--- config.mk ---
export PLATFORM = sky130hd
export DESIGN_NAME = stim_train_sequencer_flat
export DESIGN_NICKNAME = d
export VERILOG_FILES = /design/src/rtl/stim_train_sequencer_if.sv /design/src/rtl/stim_train_sequencer.sv /design/src/flat_wrapper.sv
export SDC_FILE = /design/constraint.sdc
export NUM_CORES = 1
export LEC_CHECK = 0
export BUFFER_PORTS_ARGS = -buffer_cell sky130_fd_sc_hd__buf_2
export CELL_PAD_IN_SITES_DETAIL_PLACEMENT = 1
export CELL_PAD_IN_SITES_GLOBAL_PLACEMENT = 2
export CORE_MARGIN = 2
export CORE_UTILIZATION = 39
export DETAILED_ROUTE_END_ITERATION = 7
export GPL_TIMING_DRIVEN = 0
export PLACE_DENSITY = 0.86
export SLEW_MARGIN = 25
export SYNTH_ARGS = -nofsm -noshare
export SYNTH_HDL_FRONTEND = slang
export SYNTH_SLANG_ARGS = --single-unit
--- constraint.sdc ---
create_clock -name clk -period 16.7 [get_ports clk]
set_clock_uncertainty 0.1 [all_clocks]
set_input_delay 3.34 -clock clk [delete_from_list [all_inputs] [get_ports clk]]
set_output_delay 3.34 -clock clk [all_outputs]
set_load 0.02 [all_outputs]
--- src/rtl/stim_train_sequencer_if.sv ---
// Config, control and drive bundle between the stim register block, the sequencer and the DAC/switch driver.
// The master modport belongs to the register/control side and the slave modport belongs to the sequencer.
interface stim_train_sequencer_if #(
    parameter int NUM_CH = 16,
    parameter int CNT_W  = 16,
    parameter int MAG_W  = 8
);
    logic [CNT_W-1:0]  cfg_pulse_length;
    logic [CNT_W-1:0]  cfg_interphase;
    logic [CNT_W-1:0]  cfg_inter_bipulse;
    logic [CNT_W-1:0]  cfg_inter_train;
    logic [CNT_W-1:0]  cfg_bipulses;
    logic [CNT_W-1:0]  cfg_trains;
    logic [CNT_W-1:0]  cfg_recovery;
    logic [MAG_W-1:0]  cfg_magnitude;
    logic              cfg_ramp_en;
    logic [MAG_W-1:0]  cfg_ramp_step;
    logic              cfg_pos_first;
    logic              cfg_bipolar;
    logic [NUM_CH-1:0] cfg_mask_pos;
    logic [NUM_CH-1:0] cfg_mask_neg;
    logic              start_finite;
    logic              start_infinite;
    logic              stop_infinite;
    logic              abort;
    logic              stim_en;
    logic [MAG_W-1:0]  stim_mag;
    logic [NUM_CH-1:0] drive_src;
    logic [NUM_CH-1:0] drive_sink;
    logic [NUM_CH-1:0] recovery_en;
    logic              busy;
    logic              done;
    logic [CNT_W-1:0]  train_idx;
    logic [CNT_W-1:0]  bipulse_idx;

    modport master (
        output cfg_pulse_length, cfg_interphase, cfg_inter_bipulse, cfg_inter_train,
               cfg_bipulses, cfg_trains, cfg_recovery, cfg_magnitude, cfg_ramp_en,
               cfg_ramp_step, cfg_pos_first, cfg_bipolar, cfg_mask_pos, cfg_mask_neg,
               start_finite, start_infinite, stop_infinite, abort,
        input  stim_en, stim_mag, drive_src, drive_sink, recovery_en, busy, done,
               train_idx, bipulse_idx
    );

    modport slave (
        input  cfg_pulse_length, cfg_interphase, cfg_inter_bipulse, cfg_inter_train,
               cfg_bipulses, cfg_trains, cfg_recovery, cfg_magnitude, cfg_ramp_en,
               cfg_ramp_step, cfg_pos_first, cfg_bipolar, cfg_mask_pos, cfg_mask_neg,
               start_finite, start_infinite, stop_infinite, abort,
        output stim_en, stim_mag, drive_src, drive_sink, recovery_en, busy, done,
               train_idx, bipulse_idx
    );
endinterface

--- src/rtl/stim_train_sequencer.sv ---
// Biphasic pulse-train sequencer with per-train ramp, graceful stop and abort into charge recovery.
// Latency: a start sampled at edge k shows PHASE_A from cycle k+1; all outputs are registered; backpressure: none.
module stim_train_sequencer #(
    parameter int NUM_CH = 16,
    parameter int CNT_W  = 16,
    parameter int MAG_W  = 8
) (
    input  logic                  clk,
    input  logic                  rstn,
    stim_train_sequencer_if.slave bus
);
    localparam int PW = MAG_W + CNT_W + 1;

    typedef enum logic [2:0] {
        IDLE, PHASE_A, GAP_IP, PHASE_B, GAP_BP, GAP_TR, RECOVERY, SKIP
    } state_t;

    typedef struct packed {
        logic [CNT_W-1:0]  pulse_length;
        logic [CNT_W-1:0]  interphase;
        logic [CNT_W-1:0]  inter_bipulse;
        logic [CNT_W-1:0]  inter_train;
        logic [CNT_W-1:0]  bipulses;
        logic [CNT_W-1:0]  trains;
        logic [CNT_W-1:0]  recovery;
        logic [MAG_W-1:0]  magnitude;
        logic [MAG_W-1:0]  ramp_step;
        logic              ramp_en;
        logic              pos_first;
        logic              bipolar;
        logic [NUM_CH-1:0] mask_pos;
        logic [NUM_CH-1:0] mask_neg;
    } cfg_t;

    state_t            state, state_d;
    cfg_t              cfg_q, cfg_d, cfg_in;
    logic [CNT_W-1:0]  cnt, cnt_d, bp_q, bp_d, tr_q, tr_d, len_m1;
    logic [CNT_W:0]    bp_inc, tr_inc, tr_d1;
    logic              stop_q, stop_d, inf_q, inf_d, to_rec;
    logic              phase_d, pos_d;
    logic [PW-1:0]     ramp_prod;
    logic [MAG_W-1:0]  mag_d;
    logic [NUM_CH-1:0] ret_d, src_d, sink_d;
    logic              stim_en_q, busy_q, done_q;
    logic [MAG_W-1:0]  mag_q;
    logic [NUM_CH-1:0] src_q, sink_q, rec_q;

    function automatic logic [CNT_W-1:0] dec_sat(input logic [CNT_W-1:0] x);
        return (x == '0) ? '0 : x - CNT_W'(1);
    endfunction

    assign cfg_in = '{
        pulse_length:  bus.cfg_pulse_length,  interphase: bus.cfg_interphase,
        inter_bipulse: bus.cfg_inter_bipulse, inter_train: bus.cfg_inter_train,
        bipulses:      bus.cfg_bipulses,      trains:      bus.cfg_trains,
        recovery:      bus.cfg_recovery,      magnitude:   bus.cfg_magnitude,
        ramp_step:     bus.cfg_ramp_step,     ramp_en:     bus.cfg_ramp_en,
        pos_first:     bus.cfg_pos_first,     bipolar:     bus.cfg_bipolar,
        mask_pos:      bus.cfg_mask_pos,      mask_neg:    bus.cfg_mask_neg
    };

    assign len_m1 = dec_sat(cfg_q.pulse_length);
    assign bp_inc = {1'b0, bp_q} + (CNT_W+1)'(1);
    assign tr_inc = {1'b0, tr_q} + (CNT_W+1)'(1);

    always_comb begin
        state_d = state;
        cnt_d   = cnt;
        bp_d    = bp_q;
        tr_d    = tr_q;
        stop_d  = stop_q;
        inf_d   = inf_q;
        cfg_d   = cfg_q;
        to_rec  = 1'b0;
        case (state)
            IDLE: begin
                if (!bus.abort && (bus.start_finite || bus.start_infinite)) begin
                    cfg_d  = cfg_in;
                    inf_d  = !bus.start_finite;
                    stop_d = 1'b0;
                    bp_d   = '0;
                    tr_d   = '0;
                    // Empty run: one busy cycle, no phases and no recovery.
                    if (cfg_in.bipulses == '0 || (bus.start_finite && cfg_in.trains == '0)) begin
                        state_d = SKIP;
                    end else begin
                        state_d = PHASE_A;
                        cnt_d   = dec_sat(cfg_in.pulse_length);
                    end
                end
            end
            SKIP: state_d = IDLE;
            RECOVERY: begin
                if (cnt == '0) state_d = IDLE;
                else           cnt_d   = cnt - CNT_W'(1);
            end
            default: begin
                if (bus.abort) begin
                    to_rec = 1'b1;
                end else begin
                    if (bus.stop_infinite && inf_q) stop_d = 1'b1;
                    if (cnt != '0) begin
                        cnt_d = cnt - CNT_W'(1);
                    end else begin
                        case (state)
                            PHASE_A: begin
                                if (cfg_q.interphase != '0) begin
                                    state_d = GAP_IP;
                                    cnt_d   = cfg_q.interphase - CNT_W'(1);
                                end else begin
                                    state_d = PHASE_B;
                                    cnt_d   = len_m1;
                                end
                            end
                            GAP_IP: begin
                                state_d = PHASE_B;
                                cnt_d   = len_m1;
                            end
                            PHASE_B: begin
                                if (stop_d) begin
                                    to_rec = 1'b1;
                                end else if (bp_inc < {1'b0, cfg_q.bipulses}) begin
                                    bp_d = bp_inc[CNT_W-1:0];
                                    if (cfg_q.inter_bipulse != '0) begin
                                        state_d = GAP_BP;
                                        cnt_d   = cfg_q.inter_bipulse - CNT_W'(1);
                                    end else begin
                                        state_d = PHASE_A;
                                        cnt_d   = len_m1;
                                    end
                                end else if (inf_q || tr_inc < {1'b0, cfg_q.trains}) begin
                                    bp_d = '0;
                                    // Train index saturates instead of wrapping in infinite mode.
                                    tr_d = tr_inc[CNT_W] ? tr_q : tr_inc[CNT_W-1:0];
                                    if (cfg_q.inter_train != '0) begin
                                        state_d = GAP_TR;
                                        cnt_d   = cfg_q.inter_train - CNT_W'(1);
                                    end else begin
                                        state_d = PHASE_A;
                                        cnt_d   = len_m1;
                                    end
                                end else begin
                                    to_rec = 1'b1;
                                end
                            end
                            default: begin
                                state_d = PHASE_A;
                                cnt_d   = len_m1;
                            end
                        endcase
                    end
                end
            end
        endcase
        if (to_rec) begin
            if (cfg_q.recovery != '0) begin
                state_d = RECOVERY;
                cnt_d   = cfg_q.recovery - CNT_W'(1);
            end else begin
                state_d = IDLE;
            end
        end
    end

    // Output values are derived from the next state so they register alongside it.
    assign tr_d1     = {1'b0, tr_d} + (CNT_W+1)'(1);
    assign ramp_prod = PW'(cfg_d.ramp_step) * PW'(tr_d1);
    assign mag_d     = (!cfg_d.ramp_en || cfg_d.ramp_step == '0 || ramp_prod >= PW'(cfg_d.magnitude))
                       ? cfg_d.magnitude : ramp_prod[MAG_W-1:0];
    assign phase_d   = (state_d == PHASE_A) || (state_d == PHASE_B);
    assign pos_d     = ((state_d == PHASE_A) == cfg_d.pos_first);
    assign ret_d     = cfg_d.bipolar ? cfg_d.mask_neg : '0;
    assign src_d     = !phase_d ? '0 : (pos_d ? cfg_d.mask_pos : ret_d);
    assign sink_d    = !phase_d ? '0 : (pos_d ? ret_d : cfg_d.mask_pos);

    always_ff @(posedge clk or negedge rstn) begin
        if (!rstn) begin
            state     <= IDLE;
            cnt       <= '0;
            bp_q      <= '0;
            tr_q      <= '0;
            stop_q    <= 1'b0;
            inf_q     <= 1'b0;
            cfg_q     <= '0;
            stim_en_q <= 1'b0;
            mag_q     <= '0;
            src_q     <= '0;
            sink_q    <= '0;
            rec_q     <= '0;
            busy_q    <= 1'b0;
            done_q    <= 1'b0;
        end else begin
            state     <= state_d;
            cnt       <= cnt_d;
            bp_q      <= bp_d;
            tr_q      <= tr_d;
            stop_q    <= stop_d;
            inf_q     <= inf_d;
            cfg_q     <= cfg_d;
            stim_en_q <= phase_d;
            mag_q     <= phase_d ? mag_d : '0;
            src_q     <= src_d;
            sink_q    <= sink_d;
            rec_q     <= (state_d == RECOVERY) ? (cfg_d.mask_pos | cfg_d.mask_neg) : '0;
            busy_q    <= (state_d != IDLE);
            done_q    <= (state_d == IDLE) && (state != IDLE);
        end
    end

    assign bus.stim_en     = stim_en_q;
    assign bus.stim_mag    = mag_q;
    assign bus.drive_src   = src_q;
    assign bus.drive_sink  = sink_q;
    assign bus.recovery_en = rec_q;
    assign bus.busy        = busy_q;
    assign bus.done        = done_q;
    assign bus.train_idx   = tr_q;
    assign bus.bipulse_idx = bp_q;
endmodule

--- src/flat_wrapper.sv ---
// flat-port wrapper written by rule: the top's interface ports become plain ports
module stim_train_sequencer_flat 
#(
    parameter int NUM_CH = 16,
    parameter int CNT_W  = 16,
    parameter int MAG_W  = 8
)
  (clk, rstn, bus_cfg_pulse_length, bus_cfg_interphase, bus_cfg_inter_bipulse, bus_cfg_inter_train, bus_cfg_bipulses, bus_cfg_trains, bus_cfg_recovery, bus_cfg_magnitude, bus_cfg_ramp_en, bus_cfg_ramp_step, bus_cfg_pos_first, bus_cfg_bipolar, bus_cfg_mask_pos, bus_cfg_mask_neg, bus_start_finite, bus_start_infinite, bus_stop_infinite, bus_abort, bus_stim_en, bus_stim_mag, bus_drive_src, bus_drive_sink, bus_recovery_en, bus_busy, bus_done, bus_train_idx, bus_bipulse_idx);
  stim_train_sequencer_if #(.NUM_CH(NUM_CH), .CNT_W(CNT_W), .MAG_W(MAG_W)) bus_i ();
  input  logic clk;
  input  logic rstn;
  input wire logic [$bits(bus_i.cfg_pulse_length)-1:0] bus_cfg_pulse_length;
  input wire logic [$bits(bus_i.cfg_interphase)-1:0] bus_cfg_interphase;
  input wire logic [$bits(bus_i.cfg_inter_bipulse)-1:0] bus_cfg_inter_bipulse;
  input wire logic [$bits(bus_i.cfg_inter_train)-1:0] bus_cfg_inter_train;
  input wire logic [$bits(bus_i.cfg_bipulses)-1:0] bus_cfg_bipulses;
  input wire logic [$bits(bus_i.cfg_trains)-1:0] bus_cfg_trains;
  input wire logic [$bits(bus_i.cfg_recovery)-1:0] bus_cfg_recovery;
  input wire logic [$bits(bus_i.cfg_magnitude)-1:0] bus_cfg_magnitude;
  input wire logic [$bits(bus_i.cfg_ramp_en)-1:0] bus_cfg_ramp_en;
  input wire logic [$bits(bus_i.cfg_ramp_step)-1:0] bus_cfg_ramp_step;
  input wire logic [$bits(bus_i.cfg_pos_first)-1:0] bus_cfg_pos_first;
  input wire logic [$bits(bus_i.cfg_bipolar)-1:0] bus_cfg_bipolar;
  input wire logic [$bits(bus_i.cfg_mask_pos)-1:0] bus_cfg_mask_pos;
  input wire logic [$bits(bus_i.cfg_mask_neg)-1:0] bus_cfg_mask_neg;
  input wire logic [$bits(bus_i.start_finite)-1:0] bus_start_finite;
  input wire logic [$bits(bus_i.start_infinite)-1:0] bus_start_infinite;
  input wire logic [$bits(bus_i.stop_infinite)-1:0] bus_stop_infinite;
  input wire logic [$bits(bus_i.abort)-1:0] bus_abort;
  output wire logic [$bits(bus_i.stim_en)-1:0] bus_stim_en;
  output wire logic [$bits(bus_i.stim_mag)-1:0] bus_stim_mag;
  output wire logic [$bits(bus_i.drive_src)-1:0] bus_drive_src;
  output wire logic [$bits(bus_i.drive_sink)-1:0] bus_drive_sink;
  output wire logic [$bits(bus_i.recovery_en)-1:0] bus_recovery_en;
  output wire logic [$bits(bus_i.busy)-1:0] bus_busy;
  output wire logic [$bits(bus_i.done)-1:0] bus_done;
  output wire logic [$bits(bus_i.train_idx)-1:0] bus_train_idx;
  output wire logic [$bits(bus_i.bipulse_idx)-1:0] bus_bipulse_idx;
  assign bus_i.cfg_pulse_length = bus_cfg_pulse_length;
  assign bus_i.cfg_interphase = bus_cfg_interphase;
  assign bus_i.cfg_inter_bipulse = bus_cfg_inter_bipulse;
  assign bus_i.cfg_inter_train = bus_cfg_inter_train;
  assign bus_i.cfg_bipulses = bus_cfg_bipulses;
  assign bus_i.cfg_trains = bus_cfg_trains;
  assign bus_i.cfg_recovery = bus_cfg_recovery;
  assign bus_i.cfg_magnitude = bus_cfg_magnitude;
  assign bus_i.cfg_ramp_en = bus_cfg_ramp_en;
  assign bus_i.cfg_ramp_step = bus_cfg_ramp_step;
  assign bus_i.cfg_pos_first = bus_cfg_pos_first;
  assign bus_i.cfg_bipolar = bus_cfg_bipolar;
  assign bus_i.cfg_mask_pos = bus_cfg_mask_pos;
  assign bus_i.cfg_mask_neg = bus_cfg_mask_neg;
  assign bus_i.start_finite = bus_start_finite;
  assign bus_i.start_infinite = bus_start_infinite;
  assign bus_i.stop_infinite = bus_stop_infinite;
  assign bus_i.abort = bus_abort;
  assign bus_stim_en = bus_i.stim_en;
  assign bus_stim_mag = bus_i.stim_mag;
  assign bus_drive_src = bus_i.drive_src;
  assign bus_drive_sink = bus_i.drive_sink;
  assign bus_recovery_en = bus_i.recovery_en;
  assign bus_busy = bus_i.busy;
  assign bus_done = bus_i.done;
  assign bus_train_idx = bus_i.train_idx;
  assign bus_bipulse_idx = bus_i.bipulse_idx;
  stim_train_sequencer #(.NUM_CH(NUM_CH), .CNT_W(CNT_W), .MAG_W(MAG_W)) u_core (.clk(clk), .rstn(rstn), .bus(bus_i));
endmodule
==> results.sh <==
export IMPL_p_leak_nw=12.3
export IMPL_max_vdd_ir_drop_mv=0.0970
export IMPL_grt_pass1_vias=22000
export IMPL_outcome="finished, final reports clean"
export IMPL_post_place_ws_ns=2.51
export IMPL_die_x_um=240
export IMPL_hp_class="flip-flop to flip-flop"
export IMPL_final_area_sq_um=25100
export IMPL_ioPinCount=260
export IMPL_ys_seq_elements=275
export IMPL_port_buffer_count=259
export IMPL_min_from="u_core.cfg_q[50]"
export IMPL_fin_crit_sh=0.826
export IMPL_relSlewSlack=0.264
export IMPL_ys_top_cells_by_area="dfrtp_1, fa_1, nand2_1"
export IMPL_area_growth_pct=16.1
export IMPL_syn_inst=2612
export IMPL_finalSetupViolCount=0
export IMPL_track_usage=0.297
export IMPL_reg2regPathDepth=35
export IMPL_synthesis_area_sq_um=21600
export IMPL_finalNonFillerCells=3688
export IMPL_timing_rr_end="u_core.bus.stim_mag[5]"
export IMPL_yosysWarnings=0
export IMPL_cts_resized_gates=0
export IMPL_synth_area_per_cell_sq_um=8.28
export IMPL_synth_edf_count=0
export IMPL_critPathMaxStageDelay_ns=0.88
export IMPL_cts_htree_levels=2
export IMPL_rsz0062_at_grt="false"
export IMPL_grt_overflow=0
export IMPL_synth_top_cell_area_share=0.318
export IMPL_via_per_inst=5.66
export IMPL_worstMarginPinSlew_ns=1.10
export IMPL_dpl_hpwl_um=66900
export IMPL_cpMaxStageDelayCell="clkbuf_1"
export IMPL_worstSetupStartpointType="primary input"
export IMPL_synth_flop_cell="dfrtp_1"
export IMPL_vias=20900
export IMPL_maxSlewViolCount=0
export IMPL_wirelength_um=85200
export IMPL_crit_type="primary input to flip-flop"
export IMPL_power_per_cell_area_nw_per_um2=149
export IMPL_rrSetupSlack_ns=4.56
export IMPL_postCtsSetupRepairBufs=0
export IMPL_total_power_w=0.00376
export IMPL_yosysSeqAreaShare=0.318
export IMPL_cp_arrival_ns=14.13
export IMPL_grt_max_degree=81
export IMPL_crit_fanout=10
export IMPL_synth_distinct_cells=102
export IMPL_firstDrtPassIters=5
export IMPL_end_kind="flip-flop"
export IMPL_clockBufferDepth=3
export IMPL_initial_core_util=0.393
export IMPL_clock_sinks=275
export IMPL_fin_crit_ns=13.79
export IMPL_reg2reg_from="u_core.bus.train_idx[4]"
export IMPL_antenna_found_initial=8
export IMPL_gp_congestion=0.963
export IMPL_maxCapViolations=0
export IMPL_clk_latency_ns=0.58
export IMPL_ant_nets=0
export IMPL_hold_violations=0
export IMPL_synth_largest_area_cell="dfrtp_1"
export IMPL_tns_ns=0
export IMPL_die_y_um=240
export IMPL_tritoncts="yes"
export IMPL_finalWorstSetupSlack_ns=2.91
export IMPL_core_sq_um=55000
export IMPL_synth_net_count=2966
export IMPL_synth_async_reset_ratio=1.00
export IMPL_drtIter0Drc=1261
export IMPL_clock_fmax_ghz=0.0725
export IMPL_worstPathRequired_ns=17.04
export IMPL_grt_pass1_wl_um=131000
export IMPL_hold_buffers=0
export IMPL_route_detailed_drc=0
export IMPL_hold_end="u_core.cfg_q[50]"
export IMPL_numPlacedInstances=3622
export IMPL_layout_nets=3266
export IMPL_numCtsBuffers=36
export IMPL_root_buffer="clkbuf_16"
export IMPL_crit_top_cell="clkbuf_1"
export IMPL_placed_area_sq_um=24000
export IMPL_wl_per_cell_um=23.1
export IMPL_hold_depth=2
export IMPL_drive_above_1_share=0.140
export IMPL_dieArea_sq_um=57400
export IMPL_cts_clk_slew_worst_paths_ns=0.06
export IMPL_rows=86
## cells in the mapped netlist, drive strengths merged (31+ instances only)
cell type  instances
nand2            458
nor2             286
dfrtp            275
inv              180
o21ai            140
ha                95
a21oi             94
clkbuf            94
mux2i             92
nor3              91
fa                90
nand3             67
xnor2             63
xor2              42
buf               39
nor4              37
nand4             33
or3               32
nand2b            31
## registers in the layout, summed over array words and instances, names as in the netlist, 8 cells and up
name	flops
u_core.bus.stim_mag	8
u_core.cfg_q	163
u_core.bus.bipulse_idx	16
u_core.bus.recovery_en	16
u_core.bus.drive_src	16
u_core.bus.train_idx	16
u_core.bus.drive_sink	16
u_core.cnt	16
## routing by layer
layer	up-vias	wire length [um]	global-route usage
met1	10500	37200	0.391
met3	176	5180	0.0592
met4	10	3260	0.107
met2	595	39500	0.485
li1	9623	-	-
met5	-	60	0
## where the power goes
part	total, W	internal, W	switching [W]
Sequential	0.00115	0.000930	0.000224
Clock	0.000761	0.000426	0.000334
Combinational	0.00184	0.000619	0.00122
## metrics by stage
stage | hold WS, ns | util
finish | 0.374 | 0.457
global route | 0.395 | 0.457
CTS | 0.380 | 0.457
detailed placement | 0.366 | 0.436
global placement | 0.359 | 0.434
floorplan | 0.340 | -
## placed cells by master (no fill, tap or decap), drive strengths merged, types with 31 or more instances in the layout
master / netlist / final
or3: 32 / 32
xor2: 42 / 42
nand2b: 31 / 31
nor2: 286 / 286
a21oi: 94 / 94
clkbuf: 94 / 143
nand2: 458 / 458
buf: 39 / 301
nor3: 91 / 91
ha: 95 / 95
nor4: 37 / 37
xnor2: 63 / 63
dfrtp: 275 / 275
fa: 90 / 90
inv: 180 / 184
mux2i: 92 / 92
o21ai: 140 / 140
nand4: 33 / 33
nand3: 67 / 67
## worst max-delay path by stage
stage | slack [ns] | startpoint | to
after floorplan | 5.49 | bus_stop_infinite | u_core.bus.stim_mag[7]
after global placement | 2.38 | bus_abort | u_core.bus.stim_mag[6]
after detailed placement | 2.51 | bus_abort | u_core.bus.stim_mag[7]
after CTS | 3.06 | bus_abort | u_core.bus.stim_mag[1]
after global routing | 2.43 | bus_abort | u_core.bus.stim_mag[3]
final | 2.91 | bus_abort | u_core.bus.stim_mag[5]
## cells by family after synthesis
kind of cell,Yosys count,share of synthesized area
compound gates,471,0.145
flops,275,0.318
mux,97,0.0455
buf+inv,315,0.0571
simple gates,1164,0.254
xor+xnor,105,0.0425
fa+ha+maj,185,0.138
## layout make-up
type                       instances  area [sq um]
multi-input combinational       2022         13500
buffer                           133           552
antenna                            1          2.50
tap                              748           936
clock inverter                    16           133
timing repair buffer             262          1390
fill                            6681         29900
sequential                       275          6880
clock buffer                      49          1000
inverter                         182           683
## critical path, delay by kind of cell
kind | cells | cell delay [ns]
buffers and inverters | 9 | 3.34
adder cells (fa/ha/maj) | 6 | 2.72
AND/OR/NAND/NOR | 8 | 2.64
AO/OA/AOI/OAI | 7 | 2.03
Power figures use the tool's default switching activity.
